### src/rtl/iob_vexriscv_bus_merge_if.sv
// Bundles the bus signals of the two-master, one-slave merge block.
//   ibus_req/ibus_resp : instruction master request {valid,addr,wdata,wstrb} / response {rdata,ready}
//   dbus_req/dbus_resp : data master request / response (same layout)
//   mem_req/mem_resp   : merged slave request / slave response
// Modport "slave" is the arbiter's view (it answers the masters and drives the memory);
// modport "master" is the environment's view (drives both masters and the slave response).
interface iob_vexriscv_bus_merge_if #(
  parameter int ADDR_W = 32,
  parameter int DATA_W = 32,
  parameter int REQ_W  = 1 + ADDR_W + DATA_W + DATA_W / 8,
  parameter int RESP_W = DATA_W + 1
);
  logic [REQ_W-1:0]  ibus_req;
  logic [RESP_W-1:0] ibus_resp;
  logic [REQ_W-1:0]  dbus_req;
  logic [RESP_W-1:0] dbus_resp;
  logic [REQ_W-1:0]  mem_req;
  logic [RESP_W-1:0] mem_resp;

  modport slave (
    input  ibus_req,
    input  dbus_req,
    input  mem_resp,
    output ibus_resp,
    output dbus_resp,
    output mem_req
  );

  modport master (
    output ibus_req,
    output dbus_req,
    output mem_resp,
    input  ibus_resp,
    input  dbus_resp,
    input  mem_req
  );
endinterface

### src/rtl/iob_vexriscv_bus_merge.sv
// Round-robin merge of the VexRiscv instruction and data buses onto one
// native memory port. One transaction is outstanding at a time; the winning
// request is registered onto mem_req and the slave's ready pulse is routed
// back to the granted master in the same cycle.
// Ports:
//   clk    : clock, all state on the rising edge
//   rst    : asynchronous active-high reset
//   bus_io : ibus/dbus request+response, merged mem request+response
module iob_vexriscv_bus_merge #(
  parameter int ADDR_W = 32,
  parameter int DATA_W = 32,
  parameter int REQ_W  = 1 + ADDR_W + DATA_W + DATA_W / 8,
  parameter int RESP_W = DATA_W + 1
) (
  input logic                     clk,
  input logic                     rst,
  iob_vexriscv_bus_merge_if.slave bus_io
);

  localparam int PAY_W = REQ_W - 1;

  typedef enum logic {
    IDLE = 1'b0,
    BUSY = 1'b1
  } state_t;

  typedef enum logic [1:0] {
    GNT_NONE = 2'b00,
    GNT_IBUS = 2'b01,
    GNT_DBUS = 2'b10
  } grant_t;

  state_t            state_q, state_d;
  grant_t            grant_q, grant_d;
  // 1 when dbus held the most recent grant; reset value 0 lets dbus win the first tie
  logic              last_dbus_q, last_dbus_d;
  logic [REQ_W-1:0]  mem_req_q, mem_req_d;
  logic              pick_dbus;

  logic              ibus_vld;
  logic              dbus_vld;
  logic [PAY_W-1:0]  ibus_pay;
  logic [PAY_W-1:0]  dbus_pay;
  logic              mem_rdy;
  logic [DATA_W-1:0] mem_rdata;

  assign ibus_vld  = bus_io.ibus_req[REQ_W-1];
  assign dbus_vld  = bus_io.dbus_req[REQ_W-1];
  assign ibus_pay  = bus_io.ibus_req[PAY_W-1:0];
  assign dbus_pay  = bus_io.dbus_req[PAY_W-1:0];
  assign mem_rdy   = bus_io.mem_resp[0];
  assign mem_rdata = bus_io.mem_resp[RESP_W-1:1];

  always_ff @(posedge clk or posedge rst) begin
    if (rst) begin
      state_q     <= IDLE;
      grant_q     <= GNT_NONE;
      last_dbus_q <= 1'b0;
      mem_req_q   <= '0;
    end else begin
      state_q     <= state_d;
      grant_q     <= grant_d;
      last_dbus_q <= last_dbus_d;
      mem_req_q   <= mem_req_d;
    end
  end

  always_comb begin
    state_d     = state_q;
    grant_d     = grant_q;
    last_dbus_d = last_dbus_q;
    mem_req_d   = mem_req_q;
    // dbus wins when it is alone, or on a tie when ibus was served last
    pick_dbus   = dbus_vld && (!ibus_vld || !last_dbus_q);

    unique case (state_q)
      IDLE: begin
        if (ibus_vld || dbus_vld) begin
          mem_req_d   = {1'b1, (pick_dbus ? dbus_pay : ibus_pay)};
          grant_d     = pick_dbus ? GNT_DBUS : GNT_IBUS;
          last_dbus_d = pick_dbus;
          state_d     = BUSY;
        end
      end
      BUSY: begin
        // Master inputs are ignored here; only the slave's ready ends the transfer.
        if (mem_rdy) begin
          mem_req_d = '0;
          grant_d   = GNT_NONE;
          state_d   = IDLE;
        end
      end
      default: begin
        state_d = IDLE;
      end
    endcase
  end

  assign bus_io.mem_req = mem_req_q;

  // Ready is gated by BUSY so a stray slave ready while idle reaches nobody.
  assign bus_io.ibus_resp = {mem_rdata, mem_rdy && (state_q == BUSY) && (grant_q == GNT_IBUS)};
  assign bus_io.dbus_resp = {mem_rdata, mem_rdy && (state_q == BUSY) && (grant_q == GNT_DBUS)};

endmodule

### src/flat_wrapper.sv
// flat-port wrapper written by rule: the top's interface ports become plain ports
module iob_vexriscv_bus_merge_flat 
#(
  parameter int ADDR_W = 32,
  parameter int DATA_W = 32,
  parameter int REQ_W  = 1 + ADDR_W + DATA_W + DATA_W / 8,
  parameter int RESP_W = DATA_W + 1
)
  (clk, rst, bus_io_ibus_req, bus_io_dbus_req, bus_io_mem_resp, bus_io_ibus_resp, bus_io_dbus_resp, bus_io_mem_req);
  iob_vexriscv_bus_merge_if #(.ADDR_W(ADDR_W), .DATA_W(DATA_W), .REQ_W(REQ_W), .RESP_W(RESP_W)) bus_io_i ();
  input logic clk;
  input logic rst;
  input wire logic [$bits(bus_io_i.ibus_req)-1:0] bus_io_ibus_req;
  input wire logic [$bits(bus_io_i.dbus_req)-1:0] bus_io_dbus_req;
  input wire logic [$bits(bus_io_i.mem_resp)-1:0] bus_io_mem_resp;
  output wire logic [$bits(bus_io_i.ibus_resp)-1:0] bus_io_ibus_resp;
  output wire logic [$bits(bus_io_i.dbus_resp)-1:0] bus_io_dbus_resp;
  output wire logic [$bits(bus_io_i.mem_req)-1:0] bus_io_mem_req;
  assign bus_io_i.ibus_req = bus_io_ibus_req;
  assign bus_io_i.dbus_req = bus_io_dbus_req;
  assign bus_io_i.mem_resp = bus_io_mem_resp;
  assign bus_io_ibus_resp = bus_io_i.ibus_resp;
  assign bus_io_dbus_resp = bus_io_i.dbus_resp;
  assign bus_io_mem_req = bus_io_i.mem_req;
  iob_vexriscv_bus_merge #(.ADDR_W(ADDR_W), .DATA_W(DATA_W), .REQ_W(REQ_W), .RESP_W(RESP_W)) u_core (.clk(clk), .rst(rst), .bus_io(bus_io_i));
endmodule
### config.mk
export PLATFORM = sky130hd
export DESIGN_NAME = iob_vexriscv_bus_merge_flat
export DESIGN_NICKNAME = d
export VERILOG_FILES = /design/src/rtl/iob_vexriscv_bus_merge_if.sv /design/src/rtl/iob_vexriscv_bus_merge.sv /design/src/flat_wrapper.sv
export SDC_FILE = /design/constraint.sdc
export NUM_CORES = 1
export LEC_CHECK = 0
export CAP_MARGIN = 30
export CORE_MARGIN = 10
export CORE_UTILIZATION = 36
export CTS_CLUSTER_DIAMETER = 100
export CTS_CLUSTER_SIZE = 20
export DETAILED_ROUTE_END_ITERATION = 10
export PLACE_DENSITY_LB_ADDON = 0.08
export SLEW_MARGIN = 10
export SYNTH_ARGS = -nofsm -noshare
export SYNTH_HDL_FRONTEND = slang
export SYNTH_SLANG_ARGS = --single-unit
### constraint.sdc
create_clock -name clk -period 3.6 [get_ports clk]
set_clock_uncertainty 0.05 [all_clocks]
set_input_delay 0.72 -clock clk [delete_from_list [all_inputs] [get_ports clk]]
set_output_delay 0.72 -clock clk [all_outputs]
set_load 0.02 [all_outputs]
Word-level counts from Yosys, hierarchy flattened
Cells that the tools add are included.
{"block": "word_totals", "output_inout_bits": 135, "regBits": 73, "in_bits": 173, "wordCells": 30}
{"block": "classes", "reduce_logical": 10, "mux": 11, "eq_ne": 4, "bitwise": 1}
{"op": "$mux 69", "count": 2}
{"op": "$pmux 69 s2", "count": 1}
{"op": "$mux 68", "count": 1}
{"op": "$mux 2", "count": 3}
{"op": "$logic_and 1x1->1", "count": 4}
{"op": "$pmux 2 s2", "count": 1}
{"op": "$reduce_and 2->1", "count": 2}
{"op": "$eq 2x1->1 const B", "count": 1}
{"op": "$eq 2x2->1 const B", "count": 1}
{"op": "$logic_not 1->1", "count": 2}
{"op": "$logic_or 1x1->1", "count": 2}
{"op": "$mux 1", "count": 2}
{"op": "$ne 2x1->1 const B", "count": 1}
{"op": "$ne 2x2->1 const B", "count": 1}
{"op": "$pmux 1 s2", "count": 1}
{"op": "$not 1->1", "count": 1}

Longest topological paths before layout
Gate-level depths: netlist of the first run.
{"block": "logic_depth", "word_depth": 6, "mapped_depth": 5, "depth_no_buf": 3}

Worst setup path after synthesis of the first run
Ideal clock, no wire load.
{"block": "synth_path", "path_kind": "input to output", "from": "input port bus_io_mem_resp[0]", "to": "output port bus_io_ibus_resp[0]", "required_ps": 2830, "path_buffers": 0, "arrival_time_ps": 1325, "cell_stages": 2, "setup_slack_ps": 1505, "path_cell_list": "nand2_1 nor3b_1"}
{"block": "synth_between", "elab_chain_len": 2}
{"element": "start: declaration", "line": "flat_wrapper.sv:15", "text": "input wire logic [$bits(bus_io_i.mem_resp)-1:0] bus_io_mem_resp;"}
{"element": "$logic_and 1x1->1 (2 in series)", "line": "iob_vexriscv_bus_merge.sv:102", "text": "assign bus_io.ibus_resp = {mem_rdata, mem_rdy && (state_q == BUSY) && (grant_q == GNT_IBUS)};"}
{"element": "end: declaration", "line": "flat_wrapper.sv:16", "text": "output wire logic [$bits(bus_io_i.ibus_resp)-1:0] bus_io_ibus_resp;"}
Every way passes these cells.

Worst setup path in the final report of the first run
{"block": "layout_path", "from": "input port bus_io_mem_resp[0]", "to": "output port bus_io_dbus_resp[0]"}
{"block": "layout_between", "elab_chain_len": 2}
{"element": "$logic_and 1x1->1 (2 in series)", "line": "iob_vexriscv_bus_merge.sv:103", "text": "assign bus_io.dbus_resp = {mem_rdata, mem_rdy && (state_q == BUSY) && (grant_q == GNT_DBUS)};"}
{"element": "end: declaration", "line": "flat_wrapper.sv:17", "text": "output wire logic [$bits(bus_io_i.dbus_resp)-1:0] bus_io_dbus_resp;"}
Every way passes these cells.

==> results.md, run 1 <==
- Top delay family on crit path: buffers and inverters
- Fraction of layout cells with a size suffix above 1: 7.74%
- Run status: completed
- # IOs: between 300 and 400
- Placed insts: 602
- Fillers: 962
- Period utilisation layout: 83.8%
- CP Cell Sequence: clkdlybuf4s50_1 -> nand2_1 -> nor3b_1 -> clkdlybuf4s50_1
- Unique masters post-synth: 22
- Die Span Y: 125 um
- Final Max Slew Viols: 0
- CP arrival: 2.25 ns
- Relative slew slack: 42.9%
- CP max stage delay: 0.65 ns
- Sw Share: 31.1%
- Rows: 38
- Setup Total Neg Slack: 0 ns
- Syn_area_per_cell: 11.7 um^2
- Min-Delay Endpoint: u_core.grant_q[0]$_DFFE_PP0P_
- Crit-path slowest cell: clkdlybuf4s50_1
- Critical Path Source: bus_io_mem_resp[0]
- CTS buffer count: 9
- Yosys warning total: 0
- Clock sink count: 73
- Hold path depth: 1
- Net Sw Power: between 0.8 and 0.9 mW
- Wire length of the first global-routing pass: 20600 um
- Post-DR wirelength/cell: about 22 um
- Worst vdd ir: 0.000196 V
- Hold_sp: u_core.grant_q[0]$_DFFE_PP0P_
- Clock Power Share: roughly 27%
- FF-to-FF path depth: 4
- Reg2Reg Setup Slack: roughly 1.4 ns
- Die width: 125 um
- Residual DRC: 0
- Startpoint types: input pin
- Unrepaired setup endpoints after global routing: no
- # hold bufs at CTS: 0
- Largest net degree at the start of global routing: 45
- Critical R2R Capture: u_core.bus_io.mem_req[18]$_DFFE_PP0P_
- Crit path capture type: output port
- H-tree depth: 3
- Final critical-path required period: ~3.0 ns
- Root Driver: clkbuf_8
- Syn Nets: between 500 and 600
- Seq pwr share: 37.5%
- Most frequent CP cell: clkdlybuf4s50_1
- Layout Nets: around 650
- Die area: 15500 um^2
- GPL Wtd Cong: 0.781
- Reg2reg start: u_core.state_q$_DFF_PP0_
- MaxCap Viol Count: 0
- Internal power component: 1.89 mW
- Worst skew pair latency: 0.34 ns
- Final Hold Vio Count: 0
- Post-CTS Setup Inserts: 0
- Leak Pwr: 2.38 nW
- Most frequent cells in the layout: 211 x clkdlybuf4s50_1, 73 x dfrtp_1, 63 x nor3b_1
- Clk buf depth: 2
- Vias post-DR: 3267
- Required time of the critical path: 2.83 ns
- Synth Register Bits: 73
- Maximum fanout along the worst path: 3
- Initial antenna violation count: 1
- Initial Utilization: approximately 37%
- Core ar.: 10800 um^2
- Power Total: 2.74 mW
- DR pass1 iterations: 4
- Commonest non-fill, non-tap cell in the layout: clkdlybuf4s50_1
- Worst hold path type: reg -> reg
- Final setup vio count: 0
- Register area share after synthesis: 46.4%
- Final WL: 13500 um
- Grt ovf: 0
- Port bufs: 211
- Vias/cell: 5.28
- Starting DRT DRC Count: 213
- Logic pwr share: 35.4%
- Final ANT Viol Nets: 0
- Setup CP Type: in -> out
- Worst Path Buf+Inv: 2
- F_max: between 300 and 400 MHz
- Vias in the first global route: 3529
- Pwr dens: about 460 nW/um^2
- Finished Layout Cells: 619
- Worst Tran Pin Value: 0.857 ns
- Mapped Cells: about 340
- Clk slew on worst S/H paths: 0.07 ns
- DP HPWL: between 9000 and 10000 um
- Tot GR Track Use: 16.5%
- Post-CTS Resized: 0
- Synthesized area: slightly below 4000 um^2
- P&R area growth vs syn: 50.0%
- CTS tree: built
==> cell families (layout without fill, tap and decap cells) <==
kind of cell / after synthesis / count (layout) / synth area share, %
compound gates: 75 / 75 / 18.5
buf+inv: 104 / 245 / 18.0
flops: 73 / 73 / 46.4
mux: 7 / 7 / 2.67
other cells: 0 / 1 / 0
simple gates: 78 / 78 / 14.4
==> synthesized netlist by cell type <==
library cell  instances  share of area, %
o2bb2ai_1             1              0.22
o32ai_1               7               1.6
buf_2                21               2.7
buf_12                1              0.51
nor3_1                1              0.13
dfrtp_1              73                46
a21o_1                1              0.19
buf_6                 4               1.1
a221o_1              61                15
nor3b_1              63                12
buf_4                66                13
inv_1                10              0.95
a21oi_1               2              0.25
a21boi_1              1              0.19
and2_1                2              0.32
o21ai_4               1              0.41
nand2b_1             10               1.6
or3_4                 1              0.29
clkbuf_1              2              0.19
nand2_1               1             0.095
mux2_4                7               2.7
a22oi_1               1              0.19
==> cell type report <==
cell class                      count  area (um^2)  share of cell area, %
Antenna cell                        1         2.50                 0.0423
Sequential cell                    73         1830                   30.9
Clock inverter                      5         77.6                   1.31
Timing Repair Buffer              219         2220                   37.6
Tap cell                          140          175                   2.96
Clock buffer                       11          151                   2.56
Multi-Input combinational cell    160         1420                   24.0
Inverter                           10         37.5                  0.635
==> flip-flops by register name, summed over array words and instances (netlist names) <==
register               flops
u_core.grant_q             2
u_core.last_dbus_q         1
u_core.state_q             1
u_core.bus_io.mem_req     69
==> worst max-delay path by stage <==
stage                                                end  cells after the start
floorplan           u_core.bus_io.mem_req[0]$_DFFE_PP0P_                      1
global placement                     bus_io_ibus_resp[0]                      4
detailed placement                   bus_io_ibus_resp[0]                      4
CTS                                  bus_io_ibus_resp[0]                      4
global route                         bus_io_ibus_resp[0]                      4
finish                               bus_io_dbus_resp[0]                      4
==> power groups by stage <==
stage,sequential [mW],clock [mW],combinational [mW]
floorplan,1.19,0,0.422
global placement,1.04,0,0.978
detailed placement,1.04,0,0.981
CTS,1.03,0.767,0.983
global route,1.05,0.796,1.03
finish,1.03,0.742,0.970
==> through the flow <==
stage                     instance area, um^2  setup slack [ns]  hold slack [ns]  utilization [%]
after detailed placement                 5680             0.565            0.439             52.6
after CTS                                5910             0.540            0.458             54.7
after global routing                     5910             0.469            0.475             54.8
final                                    5910             0.581            0.451             54.8
after floorplan                          3940             0.977            0.415                -
after global placement                   5680             0.562            0.440             52.6
==> metal layers <==
| layer | GRT usage [%] | up-vias | wire (um) |
|---|---|---|---|
| li1 | - | 1472 | - |
| met1 | 20.6 | 1589 | 5690 |
| met2 | 23.9 | 174 | 5970 |
| met3 | 6.51 | 32 | 1390 |
| met4 | 8.43 | 0 | 414 |
| met5 | 0 | - | 0 |
No activity file was read; power rests on OpenSTA's default activity.
==> inputs of run 2 (changes only) <==
--- a/config.mk
+++ b/config.mk
@@ -7,7 +7,7 @@
 export LEC_CHECK = 0
 export CAP_MARGIN = 30
 export CORE_MARGIN = 10
-export CORE_UTILIZATION = 36
+export CORE_UTILIZATION = 34
 export CTS_CLUSTER_DIAMETER = 100
 export CTS_CLUSTER_SIZE = 20
 export DETAILED_ROUTE_END_ITERATION = 10
==> constraint.sdc (replaced) <==
create_clock -name clk -period 3 [get_ports clk]
set_clock_uncertainty 0.05 [all_clocks]
set_input_delay 0.6 -clock clk [delete_from_list [all_inputs] [get_ports clk]]
set_output_delay 0.6 -clock clk [all_outputs]
set_load 0.02 [all_outputs]
==> run 2 against run 1 <==
- hold slack gained 0.0060 ns
- critical path type unchanged
- power grew 24%
- highest routed layer unchanged
- largest cell class unchanged
- via count grew 0.64%
- combinational power grew 20%
==> results.md, run 2 (synthesis gave the netlist of run 1 again) <==
- Run status: completed
- Final WL: 13700 um (+1.4%)
- Post-CTS Setup Inserts: 0 (unchanged)
- Worst skew pair latency: 0.33 ns (about the same)
- Clk buf depth: 2 (unchanged)
- Layout Nets: 650 (+0.62%)
- Placed insts: 609 (+1.2%)
- Most frequent cells in the layout: 211 x clkdlybuf4s50_1, 73 x dfrtp_1, 63 x nor3b_1
- Required time of the critical path: 2.35 ns (-0.48 ns)
- DR pass1 iterations: 4 (unchanged)
- Final setup vio count: 0 (unchanged)
- Initial antenna violation count: 0 (-1)
- Initial Utilization: 34.7% (-1.9 points)
- Reg2Reg Setup Slack: 1.05 ns (-0.35 ns)
- Clk slew on worst S/H paths: 0.05 ns (-0.02 ns)
- Diodes inserted: 0 (-1)
- # hold bufs at CTS: 0 (unchanged)
- MaxCap Viol Count: 0 (unchanged)
- H-tree depth: 3 (unchanged)
- Relative slew slack: 50.7% (+7.8 points)
- Worst vdd ir: 0.000261 V (+33%)
- Largest net degree at the start of global routing: 40 (-11%)
- Tot GR Track Use: 16.1% (-0.32 points)
- Leak Pwr: 2.42 nW (+2.0%)
- Power Total: 3.39 mW (+24%)
- Final Hold Vio Count: 0 (unchanged)
- Wire length of the first global-routing pass: 21100 um (+2.1%)
- Pwr dens: 567 nW/um^2 (+22%)
- # IOs: 308 (unchanged)
- Placed inst area: 5710 um^2 (+0.59%)
- Die area: 16300 um^2 (+4.9%)
- Post-DR wirelength/cell: 21.9 um (+0.44%)
- Clock sink count: 73 (unchanged)
- Post-CTS Resized: 0 (unchanged)
- Grt ovf: 0 (unchanged)
- CTS buffer count: 9 (unchanged)
- Die width: 128 um (+2.4%)
- Period utilisation layout: approximately nine tenths
- Residual DRC: 0 (unchanged)
- Worst Tran Pin Value: 0.739 ns (-0.118 ns)
- GPL Wtd Cong: 0.721 (-7.7%)
- P&R area growth vs syn: 52.0%
- F_max: 371 MHz
- Port bufs: 211 (unchanged)
- Setup Total Neg Slack: 0 ns (unchanged)
- Worst hold path type: reg -> reg
- Root Driver: clkbuf_16
- Starting DRT DRC Count: 212 (-0.47%)
- Setup CP Type: in -> out
- Unrepaired setup endpoints after global routing: no
- Die Span Y: 128 um (+2.4%)
- Crit path capture type: output port
- Vias in the first global route: 3456 (-2.1%)
- Final Max Slew Viols: 0 (unchanged)
- Finished Layout Cells: 625 (+0.97%)
- Rows: 39 (+2.6%)
- Final critical-path required period: 2.69 ns
- Startpoint types: input pin
- Post-route cell area: 5990 um^2 (+1.3%)
- Core ar.: 11400 um^2 (+5.3%)
- Pre-CTS setup slack: 0.271 ns (-0.294 ns)
- Fraction of layout cells with a size suffix above 1: 8.09% (+0.35 points)
- Final ANT Viol Nets: 0 (unchanged)
- Vias post-DR: 3288 (+0.64%)
- Commonest non-fill, non-tap cell in the layout: clkdlybuf4s50_1
- Vias/cell: 5.26 (-0.32%)
- Maximum fanout along the worst path: 3 (unchanged)
- CTS tree: built
- DP HPWL: 9980 um (+1.9%)
- CP arrival: 2.04 ns (-0.21 ns)
- Worst setup margin: 0.306 ns (-0.275 ns)
- Max reg flops: 69 (unchanged)
run 2: layout make-up:
cell class	count	area, um^2
clock buffer	13	260
sequential	73	1830
tap	143	179
timing repair buffer	223	2250
multi-input combinational	160	1420
clock inverter	3	15.0
fill	1021	5380
inverter	10	37.5
run 2: layer usage:
metal  track usage [%]  routed length [um]
met5                 0                   0
met4              5.83                 250
met3              6.70                1400
met2              24.0                6100
met1              20.6                5910
run 2: stage by stage:
| step | utilization (%) | hold WS [ns] |
|---|---|---|
| CTS | 52.7 | 0.455 |
| detailed placement | 50.2 | 0.441 |
| global placement | 50.2 | 0.437 |
| finish | 52.7 | 0.457 |
| floorplan | - | 0.415 |
| global route | 52.7 | 0.476 |
run 2: report_power, final:
| part | internal [mW] | switching, mW | total [mW] | leakage [nW] |
|---|---|---|---|---|
| Clock | 0.601 | 0.392 | 0.992 | 0.139 |
| Combinational | 0.614 | 0.549 | 1.16 | 1.33 |
| Sequential | 1.14 | 0.0946 | 1.24 | 0.952 |
run 2: worst max-delay path: stages:
cell,delay (ns)
clkdlybuf4s50_1,0.48
nand2_1,0.10
nor3b_1,0.21
clkdlybuf4s50_1,0.65
run 2: path summary, 6_finish.rpt:
check | from | to | cells past startpoint
min in group asynchronous | rst | u_core.bus_io.mem_req[47]$_DFFE_PP0P_ | 2
setup / recovery | bus_io_mem_resp[0] | bus_io_dbus_resp[0] | 4
hold / removal | u_core.grant_q[0]$_DFFE_PP0P_ | u_core.grant_q[0]$_DFFE_PP0P_ | 1
hold reg to reg | u_core.grant_q[0]$_DFFE_PP0P_ | u_core.grant_q[0]$_DFFE_PP0P_ | 1
max in group asynchronous | rst | u_core.bus_io.mem_req[19]$_DFFE_PP0P_ | 3
setup reg to reg | u_core.state_q$_DFF_PP0_ | u_core.bus_io.mem_req[16]$_DFFE_PP0P_ | 4
==> inputs of run 3 (changes only) <==
--- a/config.mk
+++ b/config.mk
@@ -5,7 +5,7 @@
 export SDC_FILE = /design/constraint.sdc
 export NUM_CORES = 1
 export LEC_CHECK = 0
-export CAP_MARGIN = 30
+export CAP_MARGIN = 20
 export CORE_MARGIN = 10
 export CORE_UTILIZATION = 34
 export CTS_CLUSTER_DIAMETER = 100
==> results of run 3 <==
No change in the layout: final DEF, timing and power equal those of run 2.
